### src/rtl/dac_tx.sv
// dac_tx: FIFO-buffered parallel DAC transmitter with a programmable update
// period, a source-synchronous latch clock and a ramp pattern generator.
module dac_tx #(
  parameter int DATA_W = 8,
  parameter int DEPTH  = 8,
  parameter int DIV_W  = 8
) (
  input  logic                   clk,
  input  logic                   rst,
  input  logic                   en,
  input  logic [DIV_W-1:0]       div,
  input  logic                   pattern_mode,
  input  logic [DATA_W-1:0]      s_data,
  input  logic                   s_valid,
  output logic                   s_ready,
  output logic [DATA_W-1:0]      dac_data,
  output logic                   dac_clk,
  output logic                   dac_strobe,
  output logic                   underflow,
  input  logic                   clr_underflow,
  output logic [$clog2(DEPTH):0] fifo_level
);

  localparam int AW = $clog2(DEPTH);
  localparam int LW = AW + 1;

  // A divider setting of 0 behaves like 1 so the period never drops below 2.
  function automatic logic [DIV_W-1:0] clamp_div(input logic [DIV_W-1:0] v);
    return (v == '0) ? DIV_W'(1) : v;
  endfunction

  logic [DIV_W-1:0]  d_q;
  logic [DIV_W-1:0]  tick_cnt;
  logic [DATA_W-1:0] ramp;
  logic [DATA_W-1:0] mem [DEPTH];
  logic [AW-1:0]     wr_ptr;
  logic [AW-1:0]     rd_ptr;
  logic [LW-1:0]     level;

  logic wrap;
  logic update;
  logic half_pt;
  logic fifo_empty;
  logic push;
  logic pop;
  logic unf_set;

  assign wrap       = (tick_cnt == d_q);
  assign update     = en && wrap;
  assign half_pt    = en && (tick_cnt == (d_q >> 1));
  assign fifo_empty = (level == '0);
  assign s_ready    = (level != LW'(DEPTH));
  assign push       = s_valid && s_ready;
  // A word pushed on the same cycle as an update is not yet visible to the pop.
  assign pop        = update && !pattern_mode && !fifo_empty;
  assign unf_set    = update && !pattern_mode && fifo_empty;
  assign fifo_level = level;

  // Rate divider: the period length is only re-sampled at a wrap or while idle.
  always_ff @(posedge clk or posedge rst) begin
    if (rst) begin
      d_q      <= DIV_W'(1);
      tick_cnt <= '0;
    end else begin
      if (!en || wrap) begin
        d_q      <= clamp_div(div);
        tick_cnt <= '0;
      end else begin
        tick_cnt <= tick_cnt + DIV_W'(1);
      end
    end
  end

  // Output stage: data/strobe on update, latch clock rises mid-period.
  always_ff @(posedge clk or posedge rst) begin
    if (rst) begin
      dac_data   <= '0;
      dac_clk    <= 1'b0;
      dac_strobe <= 1'b0;
      ramp       <= '0;
      underflow  <= 1'b0;
    end else begin
      dac_strobe <= update;
      if (!en || update) begin
        dac_clk <= 1'b0;
      end else if (half_pt) begin
        dac_clk <= 1'b1;
      end
      if (update) begin
        if (pattern_mode) begin
          dac_data <= ramp;
          ramp     <= ramp + DATA_W'(1);
        end else if (!fifo_empty) begin
          dac_data <= mem[rd_ptr];
        end
      end
      if (unf_set) begin
        underflow <= 1'b1;
      end else if (clr_underflow) begin
        underflow <= 1'b0;
      end
    end
  end

  // FIFO bookkeeping: pointers wrap naturally because DEPTH is a power of 2.
  always_ff @(posedge clk or posedge rst) begin
    if (rst) begin
      wr_ptr <= '0;
      rd_ptr <= '0;
      level  <= '0;
    end else begin
      if (push) wr_ptr <= wr_ptr + AW'(1);
      if (pop)  rd_ptr <= rd_ptr + AW'(1);
      case ({push, pop})
        2'b10:   level <= level + LW'(1);
        2'b01:   level <= level - LW'(1);
        default: level <= level;
      endcase
    end
  end

  // FIFO storage carries data only, so it is left out of reset.
  always_ff @(posedge clk) begin
    if (push) mem[wr_ptr] <= s_data;
  end

endmodule

### config.mk
export PLATFORM = sky130hd
export DESIGN_NAME = dac_tx
export DESIGN_NICKNAME = d
export VERILOG_FILES = /design/src/rtl/dac_tx.sv
export SDC_FILE = /design/constraint.sdc
export NUM_CORES = 1
export LEC_CHECK = 0
export CAP_MARGIN = 25
export CORE_UTILIZATION = 35
export DETAILED_ROUTE_END_ITERATION = 6
export PLACE_DENSITY = 0.62
export SYNTH_ARGS = -nofsm -noshare
export SYNTH_HDL_FRONTEND = slang
export SYNTH_SLANG_ARGS = --single-unit
export TNS_END_PERCENT = 20
### constraint.sdc
create_clock -name clk -period 5.6 [get_ports clk]
set_input_delay 1.12 -clock clk [delete_from_list [all_inputs] [get_ports clk]]
set_output_delay 1.12 -clock clk [all_outputs]
set_load 0.005 [all_outputs]
# Word level (Yosys, flattened, before mapping)
# Memories as Yosys holds them, arrays and structs flattened.
# Cells that the tools add are included.
# op_classes
reduce_logical	18
eq_ne	6
n_addsub	6
n_mux	11
# op_table
operator	n
$mux W8	4
$add A8 B1 Y8 const B	2
$eq A8 B7 Y1	1
$eq A8 B8 Y1	1
$logic_not A8 Y1	1
$pmux W4 S2	1
$add A3 B1 Y3 const B	2
$logic_and A1 B1 Y1	6
$mux W1	6
$reduce_bool A2 Y1	3
$add A4 B1 Y4 const B	1
$logic_not A4 Y1	1
$ne A4 B4 Y1 const B	1
$reduce_and A2 Y1	2
$sub A4 B1 Y4 const B	1
$logic_not A1 Y1	3
$eq A2 B1 Y1 const B	1
$eq A2 B2 Y1 const B	1
$logic_or A1 B1 Y1	2
$ne A2 B2 Y1 const B	1
# totals
elab_cells	52
register_bits	45
out_inout_bits	16
ram_bits	64
inputBits	22
n_memories	1
# mem_list
name	depth	word_bits	read_ports	rd_ports_with_merged_regs	wr	line_no	source
mem	8	8	1	0	1	35	logic [DATA_W-1:0] mem [DEPTH];

# Longest topological paths before layout
# Gate-level depths: netlist (run 1).
# logic_depth
ltp_word	6
depth_mapped	12
ltp_nobuf	11

# Least setup slack after synthesis (run 1)
# Ideal clock, no wire load.
# synth_timing
path_type	input-to-reg
from	input port pattern_mode
to	register level[2], in the netlist fifo_level[2]
setup_slack_ns	2.758
t_arrival_ns	2.711
setup_ns	0.131
required_time_ns	5.469
n_path_buf	1
stages	9
cell_sequence	clkbuf_1 nor4b_1 ha_1 xor2_1 ha_1 a21oi_1 xor2_1 nor2_1 xor2_1
# synth_between
elab_chain_cells	5
elab_cells_between_ends	7
classes_between	2 x eq/ne; 1 x mux; 4 x reduce/logical
# synth_rtl
item	line_no	source
start: declaration	12	input logic pattern_mode,
$logic_not A1 Y1 *	55	assign pop = update && !pattern_mode && !fifo_empty;
$logic_and A1 B1 Y1 * (2 in series)	55	
net pop	45	logic pop;
$eq A2 B1 Y1 or $eq A2 B2 Y1 (tied branches)	114	case ({push, pop})
$pmux W4 S2 or $reduce_bool A2 Y1 (tied branches)	-	
end signal: assignment	115	2'b10: level <= level + LW'(1);
end signal: assignment	116	2'b01: level <= level - LW'(1);
end signal: assignment	117	default: level <= level;
end: declaration	38	logic [LW-1:0] level;
# Mark *: on every way through the listed nets, which the timed path passes. The rest lies on a longest branch.
# A chain may end at the register's enable or synchronous reset.

# Worst setup path in the final report (run 1)
# Same ends and word-level chain as after synthesis.

==> results of run 1 <==
[cell usage after synthesis (5+ instances only)]
cell type   n  area [sq um]
a21oi_1     5         25.02
and3_1      5         31.28
buf_2       8         40.04
dfrtp_1    44          1101
edfxtp_1   64          1922
ha_1        7         87.58
mux2_2     14         157.7
mux4_2     16         360.4
nand2_1    11         41.29
nand3_1    13         65.06
nor2_1     14         52.55
nor3_1     10         50.05
o22ai_1     6         37.54
xnor2_1     5         43.79
xor2_1     32         280.3
[per-layer routing]
layer	part of all wire, %	up-vias
met2	49	34
met1	47	1369
met3	2.6	8
met5	0	-
li1	-	1253
met4	1.2	0
[layout make-up]
type,instances,area share [%]
Inverter,5,0.3319
Clock inverter,6,1.062
Multi-Input combinational cell,180,28.41
Tap cell,176,3.895
Sequential cell,109,53.93
Timing Repair Buffer,46,8.320
Clock buffer,10,4.050
[metrics by stage]
stage	util [%]	total power, mW	std cells	area, sq um	hold WS (ps)
finish	42.70	2.072	532	5654	490.9
global route	42.70	2.172	532	5654	508.3
CTS	42.34	2.095	530	5607	492.0
detailed placement	40.16	1.472	514	5318	476.9
global placement	40.16	1.455	514	5318	466.1
floorplan	-	1.291	310	4756	442.0
[where the power goes]
| part | switching [mW] | internal [mW] | leakage [nW] | total, mW |
|---|---|---|---|---|
| clock | 0.308 | 0.316 | 0.143 | 0.623 |
| sequential | 0.108 | 0.980 | 1.17 | 1.09 |
| combinational | 0.159 | 0.201 | 0.827 | 0.361 |
[kinds of logic after synthesis]
logic type                 count (synthesis)  share of synthesized area (%)
DFF                                      109                          64.11
and+or+nand+nor                           75                          9.392
xor gates and xnor gates                  37                          6.814
muxes                                     35                          11.97
AOI/OAI and AO/OA                         26                          3.762
buffers and inverters                     21                          2.105
adders and majority gates                  7                          1.842
[worst paths after layout]
| kind | to | slack [ps] | cells after the start |
|---|---|---|---|
| setup / recovery | fifo_level[2] | 2150 | 9 |
| hold / removal | ramp[7] | 490 | 1 |
| setup reg to reg | fifo_level[2] | 2500 | 11 |
| hold reg to reg | ramp[7] | 490 | 1 |
| max in group asynchronous | d_q[0] | 4120 | 3 |
| min in group asynchronous | d_q[3] | 980 | 2 |
[registers in the layout, summed over array words and instances (netlist names)]
register / flops
fifo_level: 4
dac_clk: 1
tick_cnt: 8
dac_data: 8
rd_ptr: 3
dac_strobe: 1
wr_ptr: 3
underflow: 1
ramp: 8
d_q: 8
mem: 64
==> out/results.tsv, run 1 <==
metric	value	unit
status	completed	
min_path_type	reg -> reg	
rsz0062_at_grt	no	
drc_errors	0	
die_h	118.6	um
crit_family	simple AND/OR/NAND/NOR gates	
viasPerCell	5.008	
endpoint_kind	flip-flop	
first_pass_iters	4	
n_antenna_cell	0	
root_buffer	clkbuf_16	
synth-seq-cells	109	
synth-seq-area-share	64.11	%
p_leak	2.140	nW
fin_worst_skew	10.12	ps
numPortBuffers	37	
synth-edff-count	64	
fillers	1225	
synth-async-reset-ratio	41.28	%
cts.clk_slew.worst_paths	70	ps
vias	2664	
synth_cells	310	
rows	42	
ant_nets	0	
clk_latency	360	ps
post-route-period-util	61.67	%
worstMarginPinSlew	849.8	ps
yosysUniqueCellTypes	41	
gr-usage-met2	22.22	%
max-vdd-ir-drop	159.1	uV
overflow	0	
yosysWarnings	0	
setup_slack	2147	ps
place_ws	1790	ps
grt-busiest-layer	met2	
cts.repair.resized	0	
tns	0	ps
hpwl	5.943	mm
grt_pass1_wl	14.82	mm
routabilityCongestion	0.7270	
path_buf_inv	1	
maxCapViolCount	0	
die_w	118.6	um
powerDensity	366.4	nW/um^2
clockBufferDepth	2	
cpMostUsedCell	xor2_1	
synth_nets	339	
final-seq-area	3049	sq um
drive_gt1_share	18.26	%
setup_viol_count_final	0	
fin_crit	3453	ps
cts_setup_buffers	0	
r2r-start	tick_cnt[5]	
area_delta_synth_final	18.89	%
cp_max_fo	14	
core	13240	sq um
arrival	3690	ps
fin_nets	380	
mostFrequentLayoutCell	edfxtp_1	
slowest_stage	clkdlybuf4s50_1	
layout_common_cells	edfxtp_1 (64), dfrtp_1 (44), clkdlybuf4s50_1 (37)	
ys.flop_type	edfxtp_1	
clock_sinks	109	
hold_buffers	0	
timing.fmax	289.6	MHz
syn_avg_cell_area	15.34	sq um
antenna_found_initial	0	
dieArea	14060	sq um
grt_pass1_vias	2756	
crit_required	5830	ps
drt_wl_total	8.891	mm
use_met1	18.20	%
io_pins	38	
syn_area	4756	sq um
cp-start-kind	input port	
slew_headroom	43.14	%
h-tree-depth	3	
groute.usage.overall	13.93	%
multi_input_area	1607	sq um
cp-startpoint	pattern_mode	
hold_violations	0	
initial_core_util	35.91	%
path_class	in -> reg	
maxSlewViolCount	0	
numCtsBuffers	9	
hold_start	ramp[7]	
slowest_delay	700	ps
wire_per_inst	16.71	um
cp_cell_sequence	clkdlybuf4s50_1, nor4b_1, ha_1, xor2_1, ha_1, a21oi_1, xor2_1, nor2_1, xor2_1	
grt_util_met3	3.958	%
grt_max_degree	46	
cts_tree	yes	
drt-initial-drc-count	191	
Note: power is estimated with default switching activity, not from simulation.
==> run 2: changes to the inputs <==
--- a/config.mk
+++ b/config.mk
@@ -8,7 +8,7 @@
 export CAP_MARGIN = 25
 export CORE_UTILIZATION = 35
 export DETAILED_ROUTE_END_ITERATION = 6
-export PLACE_DENSITY = 0.62
+export PLACE_DENSITY = 0.63
 export SYNTH_ARGS = -nofsm -noshare
 export SYNTH_HDL_FRONTEND = slang
 export SYNTH_SLANG_ARGS = --single-unit
==> constraint.sdc (replaced) <==
create_clock -name clk -period 2.9 [get_ports clk]
set_input_delay 0.58 -clock clk [delete_from_list [all_inputs] [get_ports clk]]
set_output_delay 0.58 -clock clk [all_outputs]
set_load 0.005 [all_outputs]
==> out/results.tsv, run 2 (same netlist as run 1, synthesis figures left out) <==
metric	value	unit	change
maxSlewViolCount	0		unchanged
clockBufferDepth	2		unchanged
first_pass_iters	4		unchanged
numCtsBuffers	9		unchanged
core	13240	sq um	unchanged
timing.hold.ws	484.2	ps	-6.702 ps
crit_required	3130	ps	-2700 ps
worstMarginPinSlew	934.9	ps	+85.13 ps
vias	2686		+0.83%
cp_max_fo	6		-8
fin_nets	389		+2.4%
largest_register	mem		
swShare	28.05	%	+0.33 points
antenna_found_initial	0		unchanged
hold_buffers	0		unchanged
wire_per_inst	16.22	um	-2.9%
mostFrequentLayoutCell	edfxtp_1		
die_w	118.6	um	unchanged
slowest_stage	dfrtp_1		
clk_latency	360	ps	about the same
p_comb_share	17.9	%	+0.5 points
intPower	2.915	mW	+95%
cts.clk_slew.worst_paths	70	ps	about the same
path_class	reg -> reg		
rows	42		unchanged
timing.fmax	386.6	MHz	
p_total	4.051	mW	+96%
endpoint_kind	flip-flop		
fillers	1219		-0.49%
maxCapViolCount	0		unchanged
grt_pass1_wl	14.42	mm	-2.7%
n_antenna_cell	0		unchanged
drive_gt1_share	20.82	%	+2.6 points
io_pins	38		unchanged
routabilityCongestion	0.8030		+10%
rsz0062_at_grt	no		
area_delta_synth_final	20.28	%	
largest_register_ffs	64		unchanged
hold_violations	0		unchanged
dieArea	14060	sq um	unchanged
min_path_type	reg -> reg		
max-vdd-ir-drop	409.9	uV	+160%
grt_max_degree	23		-50%
root_buffer	clkbuf_16		
viasPerCell	4.965		-0.85%
clkPwrFrac	30.5	%	+0.4 points
post-route-period-util	89.19	%	
slew_headroom	37.67	%	-5.5 points
h-tree-depth	3		unchanged
drt_wl_total	8.777	mm	-1.3%
die_h	118.6	um	unchanged
fin_crit	2587	ps	
cpMostUsedCell	xor2_1		
drt-initial-drc-count	186		-2.6%
p_sw	1.136	mW	+98%
setup_viol_count_final	0		unchanged
fin_worst_skew	12.84	ps	+2.722 ps
numPortBuffers	37		unchanged
drc_errors	0		unchanged
slowest_delay	460	ps	-240 ps
power_frac_seq	51.6	%	-0.9 points
initial_core_util	35.91	%	unchanged
powerDensity	708.2	nW/um^2	+93%
cts_tree	yes		
groute.usage.overall	13.52	%	-0.41 points
clock_sinks	109		unchanged
arrival	2820	ps	-870 ps
overflow	0		unchanged
cp-start-kind	flip-flop		
p_leak	2.180	nW	+1.9%
status	completed		
hpwl	5.988	mm	+0.75%
ant_nets	0		unchanged
layout_common_cells	edfxtp_1 (64), dfrtp_1 (44), clkdlybuf4s50_1 (37)		
grt_pass1_vias	2745		-0.40%
cp_cell_sequence	xor2_1, nor4_4, nand2_1, nor4b_2, buf_4, ha_1, xor2_1, ha_1, a21oi_1, xor2_1, nor2_1, xor2_1		
tns	0	ps	unchanged
run 2: per-layer routing:
| metal | routed length, um | part of all wire (%) | GRT usage (%) | vias to the layer above |
|---|---|---|---|---|
| li1 | - | - | - | 1270 |
| met2 | 4300 | 49 | 21.97 | 36 |
| met5 | 0 | 0 | 0 | - |
| met3 | 220 | 2.5 | 2.317 | 15 |
| met1 | 4068 | 46 | 17.52 | 1365 |
| met4 | 188 | 2.1 | 6.566 | 0 |
run 2: path summary, 6_finish.rpt:
kind                            depth (start not counted)       endpoint        start  slack (ps)
worst max register to register                         12  fifo_level[2]  tick_cnt[1]         310
worst min register to register                          1        ramp[7]      ramp[7]         480
worst max-delay path                                   12  fifo_level[2]  tick_cnt[1]         310
max in group asynchronous                               3    dac_data[7]          rst        1790
worst min-delay path                                    1        ramp[7]      ramp[7]         480
min in group asynchronous                               2  fifo_level[2]          rst         560
run 2: per-stage QoR:
| stage | instance area (sq um) | setup slack [ps] | util [%] | instances |
|---|---|---|---|---|
| 2_1_floorplan | 4756 | 356.6 | - | 310 |
| 3_3_place_gp | 5400 | 294.7 | 40.78 | 525 |
| 3_5_place_dp | 5400 | 180.3 | 40.78 | 525 |
| 4_1_cts | 5705 | 176.9 | 43.08 | 541 |
| 5_1_grt | 5720 | 51.64 | 43.20 | 541 |
| 6_report | 5720 | 313.4 | 43.20 | 541 |
run 2: timing repair:
item | 4_1_cts | 5_1_grt
hold endpoints to repair | 0 | 0
gates resized for setup | 0 | 2
setup endpoints to repair | 0 | 2
setup buffers | 0 | 0
run 2: layout make-up:
type	count	area, sq um	area share (%)
repair buffers	55	505.5	8.836
clock inverters	7	80.08	1.400
clock buffers	9	225.2	3.937
multi-input cells	180	1622	28.35
flip-flops and latches	109	3049	53.30
well taps	176	220.2	3.850
inverters	5	18.77	0.3281
run 2: worst max-delay path, delay by kind of cell, from the launching register on:
kind | cells | cell delay (ps)
buffers and inverters | 1 | 160
adder cells (fa/ha/maj) | 2 | 360
flip-flops | 1 | 460
AO/OA/AOI/OAI | 1 | 140
AND/OR/NAND/NOR | 4 | 760
XOR/XNOR | 4 | 580
run 2: power groups by stage:
stage | clock, mW | sequential [mW] | combinational, mW
after global placement | 0 | 2.11 | 0.719
after detailed placement | 0 | 2.13 | 0.733
after floorplan | 0 | 2.05 | 0.444
after CTS | 1.26 | 2.09 | 0.736
after global routing | 1.32 | 2.13 | 0.799
final | 1.23 | 2.09 | 0.726
